### src/rtl/cae_row_feeder.sv
// Row sequencer between the feature-map/weight buffers and the three-row PE array.
// Loads a 3-row weight set and a 3-row data window, then slides the window (conv) or the weights (FC).
`ifndef INPUT_SIZE
`define INPUT_SIZE 4
`endif
`ifndef DATA_WIDTH
`define DATA_WIDTH 8
`endif
`ifndef BIAS_WIDTH
`define BIAS_WIDTH 16
`endif
`ifndef FC_WCOL_WIDTH
`define FC_WCOL_WIDTH 4
`endif

module cae_row_feeder #(
    parameter int unsigned INPUT_SIZE    = `INPUT_SIZE,
    parameter int unsigned DATA_WIDTH    = `DATA_WIDTH,
    parameter int unsigned BIAS_WIDTH    = `BIAS_WIDTH,
    parameter int unsigned FC_WCOL_WIDTH = `FC_WCOL_WIDTH,
    parameter int unsigned ADDR_WIDTH    = 8
) (
    input  logic                             clk,
    input  logic                             rst,
    input  logic                             start,
    input  logic                             layer_cfg,
    input  logic [ADDR_WIDTH-1:0]            num_rows,
    input  logic [BIAS_WIDTH-1:0]            bias_cfg,
    output logic                             busy,
    output logic                             done,
    output logic                             err,
    output logic                             fm_rd_en,
    output logic [ADDR_WIDTH-1:0]            fm_rd_addr,
    input  logic [INPUT_SIZE*DATA_WIDTH-1:0] fm_rd_data,
    output logic                             wt_rd_en,
    output logic [ADDR_WIDTH-1:0]            wt_rd_addr,
    input  logic [INPUT_SIZE*DATA_WIDTH-1:0] wt_rd_data,
    output logic                             enable,
    output logic                             layer,
    output logic [FC_WCOL_WIDTH-1:0]         fc_wcol,
    output logic [BIAS_WIDTH-1:0]            bias,
    output logic [INPUT_SIZE*DATA_WIDTH-1:0] data_row1,
    output logic [INPUT_SIZE*DATA_WIDTH-1:0] data_row2,
    output logic [INPUT_SIZE*DATA_WIDTH-1:0] data_row3,
    output logic [INPUT_SIZE*DATA_WIDTH-1:0] weight_row1,
    output logic [INPUT_SIZE*DATA_WIDTH-1:0] weight_row2,
    output logic [INPUT_SIZE*DATA_WIDTH-1:0] weight_row3,
    input  logic                             conv_comp,
    input  logic                             fc_line_done,
    input  logic                             fc_done
);

    localparam int unsigned RowW = INPUT_SIZE * DATA_WIDTH;

    typedef enum logic [2:0] {
        StIdle, StLoadW, StLoadD, StDrain, StRun, StShift, StNextW, StFinish
    } state_e;

    state_e                   state_q;
    logic [1:0]               cnt_q;
    logic [ADDR_WIDTH-1:0]    r_q, c_q, h_q;
    logic                     busy_q, done_q, err_q, enable_q, layer_q;
    logic                     fm_rd_en_q, wt_rd_en_q;
    logic [ADDR_WIDTH-1:0]    fm_rd_addr_q, wt_rd_addr_q;
    logic [FC_WCOL_WIDTH-1:0] fc_wcol_q;
    logic [BIAS_WIDTH-1:0]    bias_q;
    logic [RowW-1:0]          data_q [3];
    logic [RowW-1:0]          wt_q [3];
    // Read strobes delayed by one cycle tell which row the returning buffer data belongs to.
    logic                     fm_cap_q, wt_cap_q;
    logic [1:0]               fm_cap_idx_q, wt_cap_idx_q;
    logic [ADDR_WIDTH-1:0]    c_inc, c_inc_base;

    assign c_inc      = c_q + ADDR_WIDTH'(1);
    assign c_inc_base = (c_inc << 1) + c_inc;

    always_ff @(posedge clk) begin
        if (rst) begin
            state_q      <= StIdle;
            cnt_q        <= '0;
            r_q          <= '0;
            c_q          <= '0;
            h_q          <= '0;
            busy_q       <= 1'b0;
            done_q       <= 1'b0;
            err_q        <= 1'b0;
            enable_q     <= 1'b0;
            layer_q      <= 1'b0;
            fm_rd_en_q   <= 1'b0;
            wt_rd_en_q   <= 1'b0;
            fm_rd_addr_q <= '0;
            wt_rd_addr_q <= '0;
            fc_wcol_q    <= '0;
            bias_q       <= '0;
            fm_cap_q     <= 1'b0;
            wt_cap_q     <= 1'b0;
            fm_cap_idx_q <= '0;
            wt_cap_idx_q <= '0;
            for (int i = 0; i < 3; i++) begin
                data_q[i] <= '0;
                wt_q[i]   <= '0;
            end
        end else begin
            done_q       <= 1'b0;
            err_q        <= 1'b0;
            wt_cap_q     <= wt_rd_en_q;
            wt_cap_idx_q <= cnt_q;
            fm_cap_q     <= fm_rd_en_q;
            fm_cap_idx_q <= (state_q == StShift) ? 2'd2 : cnt_q;
            if (wt_cap_q) wt_q[wt_cap_idx_q] <= wt_rd_data;
            if (fm_cap_q) data_q[fm_cap_idx_q] <= fm_rd_data;

            unique case (state_q)
                StIdle, StFinish: begin
                    state_q <= StIdle;
                    if (start) begin
                        layer_q      <= layer_cfg;
                        h_q          <= num_rows;
                        bias_q       <= bias_cfg;
                        r_q          <= '0;
                        c_q          <= '0;
                        cnt_q        <= '0;
                        fc_wcol_q    <= '0;
                        fm_rd_addr_q <= '0;
                        wt_rd_addr_q <= '0;
                        if ((!layer_cfg && num_rows < ADDR_WIDTH'(3)) ||
                            (layer_cfg && num_rows == '0)) begin
                            state_q <= StFinish;
                            done_q  <= 1'b1;
                            err_q   <= !layer_cfg;
                        end else begin
                            state_q    <= StLoadW;
                            busy_q     <= 1'b1;
                            wt_rd_en_q <= 1'b1;
                        end
                    end
                end
                StLoadW, StNextW: begin
                    if (cnt_q == 2'd2) begin
                        cnt_q      <= '0;
                        wt_rd_en_q <= 1'b0;
                        if (state_q == StLoadW) begin
                            state_q    <= StLoadD;
                            fm_rd_en_q <= 1'b1;
                        end else begin
                            state_q <= StDrain;
                        end
                    end else begin
                        cnt_q        <= cnt_q + 2'd1;
                        wt_rd_addr_q <= wt_rd_addr_q + ADDR_WIDTH'(1);
                    end
                end
                StLoadD: begin
                    if (cnt_q == 2'd2) begin
                        cnt_q      <= '0;
                        fm_rd_en_q <= 1'b0;
                        state_q    <= StDrain;
                    end else begin
                        cnt_q        <= cnt_q + 2'd1;
                        fm_rd_addr_q <= fm_rd_addr_q + ADDR_WIDTH'(1);
                    end
                end
                StDrain: begin
                    state_q  <= StRun;
                    enable_q <= 1'b1;
                end
                StRun: begin
                    if (!layer_q && conv_comp) begin
                        enable_q <= 1'b0;
                        if (r_q + ADDR_WIDTH'(3) == h_q) begin
                            state_q <= StFinish;
                            done_q  <= 1'b1;
                            busy_q  <= 1'b0;
                        end else begin
                            state_q      <= StShift;
                            data_q[0]    <= data_q[1];
                            data_q[1]    <= data_q[2];
                            fm_rd_en_q   <= 1'b1;
                            fm_rd_addr_q <= r_q + ADDR_WIDTH'(3);
                            r_q          <= r_q + ADDR_WIDTH'(1);
                        end
                    end else if (layer_q && fc_line_done) begin
                        enable_q <= 1'b0;
                        c_q      <= c_inc;
                        if (fc_done || c_inc == h_q) begin
                            state_q <= StFinish;
                            done_q  <= 1'b1;
                            busy_q  <= 1'b0;
                        end else begin
                            state_q      <= StNextW;
                            cnt_q        <= '0;
                            wt_rd_en_q   <= 1'b1;
                            wt_rd_addr_q <= c_inc_base;
                            fc_wcol_q    <= FC_WCOL_WIDTH'(c_inc);
                        end
                    end
                end
                StShift: begin
                    fm_rd_en_q <= 1'b0;
                    state_q    <= StDrain;
                end
            endcase
        end
    end

    assign busy        = busy_q;
    assign done        = done_q;
    assign err         = err_q;
    assign fm_rd_en    = fm_rd_en_q;
    assign fm_rd_addr  = fm_rd_addr_q;
    assign wt_rd_en    = wt_rd_en_q;
    assign wt_rd_addr  = wt_rd_addr_q;
    assign enable      = enable_q;
    assign layer       = layer_q;
    assign fc_wcol     = fc_wcol_q;
    assign bias        = bias_q;
    assign data_row1   = data_q[0];
    assign data_row2   = data_q[1];
    assign data_row3   = data_q[2];
    assign weight_row1 = wt_q[0];
    assign weight_row2 = wt_q[1];
    assign weight_row3 = wt_q[2];

endmodule

### config.mk
export PLATFORM = sky130hd
export DESIGN_NAME = cae_row_feeder
export DESIGN_NICKNAME = d
export VERILOG_FILES = /design/src/rtl/cae_row_feeder.sv
export SDC_FILE = /design/constraint.sdc
export NUM_CORES = 1
export LEC_CHECK = 0
export BUFFER_PORTS_ARGS = -buffer_cell sky130_fd_sc_hd__buf_2
export CORE_MARGIN = 2
export CORE_UTILIZATION = 40
export DETAILED_ROUTE_END_ITERATION = 8
export GPL_ROUTABILITY_DRIVEN = 0
export PLACE_DENSITY = 0.64
export SYNTH_ARGS = -nofsm -noshare
export SYNTH_HDL_FRONTEND = slang
export SYNTH_SLANG_ARGS = --single-unit
### constraint.sdc
create_clock -name clk -period 4.5 [get_ports clk]
set_input_delay 0.675 -clock clk [delete_from_list [all_inputs] [get_ports clk]]
set_output_delay 0.675 -clock clk [all_outputs]
set_load 0.05 [all_outputs]
==> results by group <==
Die
  – Die area: 31800 um2
  – Number of rows in the core area: 63
  – Die height: 178 um
  – I/O pins: 330
  – Initial cell density of the core: 40.7%
  – Standard cell core area: 29800 um2
  – Horizontal die dimension: 178 um

Timing
  – Setup total negative slack: 0 ns
  – Final hold slack: 0.336 ns
  – Max Slew Vio Count: 0
  – Final min period: about 3.3 ns
  – RSZ-0062 raised after global routing: false
  – Actual transition at the worst max-transition pin: 0.983 ns
  – Final setup violation count: 0
  – Final Skew: 0.0124 ns
  – Highest achievable clock rate: 307 MHz
  – Headroom to the max-slew limit: between 30% and 40%
  – Total count of hold-check failures in the final report: 0
  – Post-route clock period utilization: 72.3%

Critical path
  – Worst path cell trace: inv_1 > ha_1 > nand3b_1 > xnor2_1 > and4_4 > a31oi_4 > nor2b_4 > buf_4 > o21ai_0
  – Crit path max-delay family: simple AND/OR/NAND/NOR gates
  – Worst EP required: 4.78 ns
  – Worst Path Max Fanout: 33
  – Setup Crit Path Kind: flop to flop
  – Worst path bufs/invs: 2
  – CP peak stage delay: 0.66 ns
  – Sort of element at the end of the critical path: flop
  – Slowest cell on the critical path: sky130_fd_sc_hd__nor2b_4
  – Element type at the critical path start: flop
  – Arrival time at the worst endpoint: 3.54 ns

Synth
  – Portion of the post-synthesis area used by sequential elements: 60.4%
  – Number of synthesized flops with an enable pin: ~190
  – Synthesized-area fraction occupied by xor and xnor cells: 4.05%
  – Net count of the mapped netlist: 1214
  – Yosys warning count: 0
  – Count of mapped cells out of synthesis: about 1100
  – Cell Area, Synth: 12100 um2
  – Dominant combinational cell family by area after synthesis: simple AND/OR/NAND/NOR gates
  – Fraction of registers with async set or reset after synthesis: 0%
  – Multiplexer area fraction after synthesis: 0.412%
  – Predominant post-synthesis flop cell: sky130_fd_sc_hd__edfxtp_1
  – Fraction of the mapped netlist area in compound gates: 10.5%
  – Number of register bits inferred by synthesis: 270
  – Share of synthesized cell area in full adder, half adder and majority cells: 1.38%
  – Basic-gate share of the synthesized area counting and, or, nand and nor cells: between 15 and 20%
  – Cell variety after synth: 75
  – Synth Area per Inst: 11.0 um2

Routing
  – Aggregate routed wire length: 31200 um
  – TritonRoute pass-1 iters: 5
  – Antenna-violating nets left: 0
  – Routed len/inst: 17.1 um
  – Drt first-iter violations: 555
  – Via Count: just over 9000
  – Avg Vias per Cell: 5.02
  – DRC errors left: 0

Global routing
  – GR Util met2: 32.1%
  – First-pass GRT wire length: 47500 um
  – Number of antenna violations at the first check in global routing: 5
  – Total overflow reported by the global router: 0
  – Met3 layer usage reported by global route: 3.54%
  – Global routing met1 resource utilization: between 20% and 30%
  – GR Util All Layers: between 10% and 20%
  – Maximum number of pins on one net before global-route repair: 54
  – Most Crowded Layer GR: met2
  – Number of global-route vias before repair: 8672

Clock tree
  – Clock sinks: 270
  – Number of H-tree levels: 1
  – Hold bufs inserted after CTS: 0
  – Number of post-CTS setup repair buffers: 0
  – CTS Buf Count: 29
  – Worst-case clock buffer depth: 3
  – Clock tree from TritonCTS: built
  – Post-CTS resize count: 0
  – Clock latency reported for the late side of the worst-skew pair: 0.54 ns
  – Clock transition at the register clock pins on the worst setup and hold paths after CTS: ~0.06 ns
  – Clock tree root driver cell: sky130_fd_sc_hd__clkbuf_16

Power and ir drop
  – Switching power as a share of total power: between 30% and 40%
  – Register share of total power: 43.6%
  – Portion of total power attributed to combinational logic: about 23%
  – Leakage power total: 0.00611 uW
  – Reported net switching power: 2290 uW
  – Largest vdd supply drop: 0.435 mV
  – Cell area power density: 461 nW/um2
  – Clock group share of total power: 33.4%
  – Internal portion of total power: 4640 uW

Finish
  – Net count, final: about 1500
  – Growth of design area from synthesis to finish: 23.7%
  – Fraction of layout cells with a size suffix above 1: 29.0%

Status
  – Result of the run: complete, no violations

Placement
  – Count of input and output buffers: 329
  – Detailed Place HPWL: 21500 um

Hold path
  – Worst min-delay path category: input pin to flop

Job
  – Maximum capacitance violations: 0
==> state kept, by name, summed over array words and instances, names as in the netlist, 3 cells and up <==
name,flops
bias,16
c_q,8
data_q,96
fc_wcol,4
fm_rd_addr,8
h_q,8
r_q,8
state_q,3
wt_q,96
wt_rd_addr,8
==> cells by family (layout without fill, tap and decap cells) <==
family / Yosys count / in the layout
compound gates: 209 / 209
simple gates: 481 / 481
mux: 5 / 5
buf+inv: 85 / 407
fa+ha+maj: 13 / 13
other cells: 0 / 5
xor+xnor: 44 / 44
flops: 270 / 270
==> cells in the mapped netlist, types with 12 or more instances <==
library cell                 n  area [um2]
sky130_fd_sc_hd__nand2_1   205         769
sky130_fd_sc_hd__edfxtp_1  192        5770
sky130_fd_sc_hd__and2_1    133         832
sky130_fd_sc_hd__dfxtp_1    78        1560
sky130_fd_sc_hd__o21ai_0    78         390
sky130_fd_sc_hd__a21oi_1    65         325
sky130_fd_sc_hd__nor2_1     48         180
sky130_fd_sc_hd__clkbuf_1   37         139
sky130_fd_sc_hd__xnor2_1    24         210
sky130_fd_sc_hd__nand3_1    16        80.1
sky130_fd_sc_hd__buf_2      12        60.1
sky130_fd_sc_hd__inv_1      12        45.0
sky130_fd_sc_hd__nand2b_1   12        75.1
sky130_fd_sc_hd__o21ai_1    12        60.1
sky130_fd_sc_hd__xor2_1     12         105
==> final timing paths <==
kind,start,slack [ns],depth (start not counted),to
max,r_q[0],1.24,9,data_q[1][0]
min,layer_cfg,0.34,2,err
max reg2reg,r_q[0],1.24,9,data_q[1][0]
min reg2reg,bias[8],0.46,2,bias[8]
==> per-stage QoR <==
stage                     utilization (%)  worst slack [ns]  cell area [um2]  cells  power [uW]
after floorplan                         -              1.75            12100   1107        4270
after global placement               47.3              1.34            14100   1767        4660
after detailed placement             47.3              1.24            14100   1767        4670
after CTS                            50.4              1.22            15000   1819        6980
after global routing                 50.4             0.906            15000   1824        7240
final                                50.4              1.24            15000   1824        6920
==> placed cells by master, fill, tap and decap left out, drive strengths merged, types with 6 or more instances in the layout <==
cell	synthesis	layout
nor2	49	49
nand2	206	206
or2	9	9
and2	133	133
edfxtp	192	192
a31oi	8	8
xnor2	24	24
a22oi	6	6
o32ai	6	6
inv	12	13
nor3	11	11
buf	30	343
clkbuf	43	35
a21oi	66	66
nand2b	12	12
clkinv	0	9
nor2b	12	12
ha	11	11
dfxtp	78	78
nand4	6	6
xor2	13	13
o21ai	93	93
nand3	16	16
==> power by group through the flow <==
| stage | clock, uW | combinational, uW | sequential [uW] |
|---|---|---|---|
| after floorplan | 0 | 711 | 3560 |
| after global placement | 0 | 1590 | 3070 |
| after detailed placement | 0 | 1600 | 3070 |
| after CTS | 2360 | 1600 | 3020 |
| after global routing | 2470 | 1720 | 3050 |
| final | 2310 | 1590 | 3020 |
==> routing by layer <==
| metal | wire length [um] | part of all wire (%) |
|---|---|---|
| met1 | 12900 | 41 |
| met2 | 15100 | 48 |
| met3 | 2370 | 7.6 |
| met4 | 873 | 2.8 |
| met5 | 0 | 0 |
==> final cells by class <==
class                   count  area (um2)
diodes                      5        12.5
clock buffers              35         748
clock inverters            17         169
fillers                  2754       14800
inverters                  12        45.0
multi-input cells         752        4460
flip-flops and latches    270        7330
well taps                 390         488
repair buffers            343        1770
No activity file was read; power rests on OpenSTA's default activity.
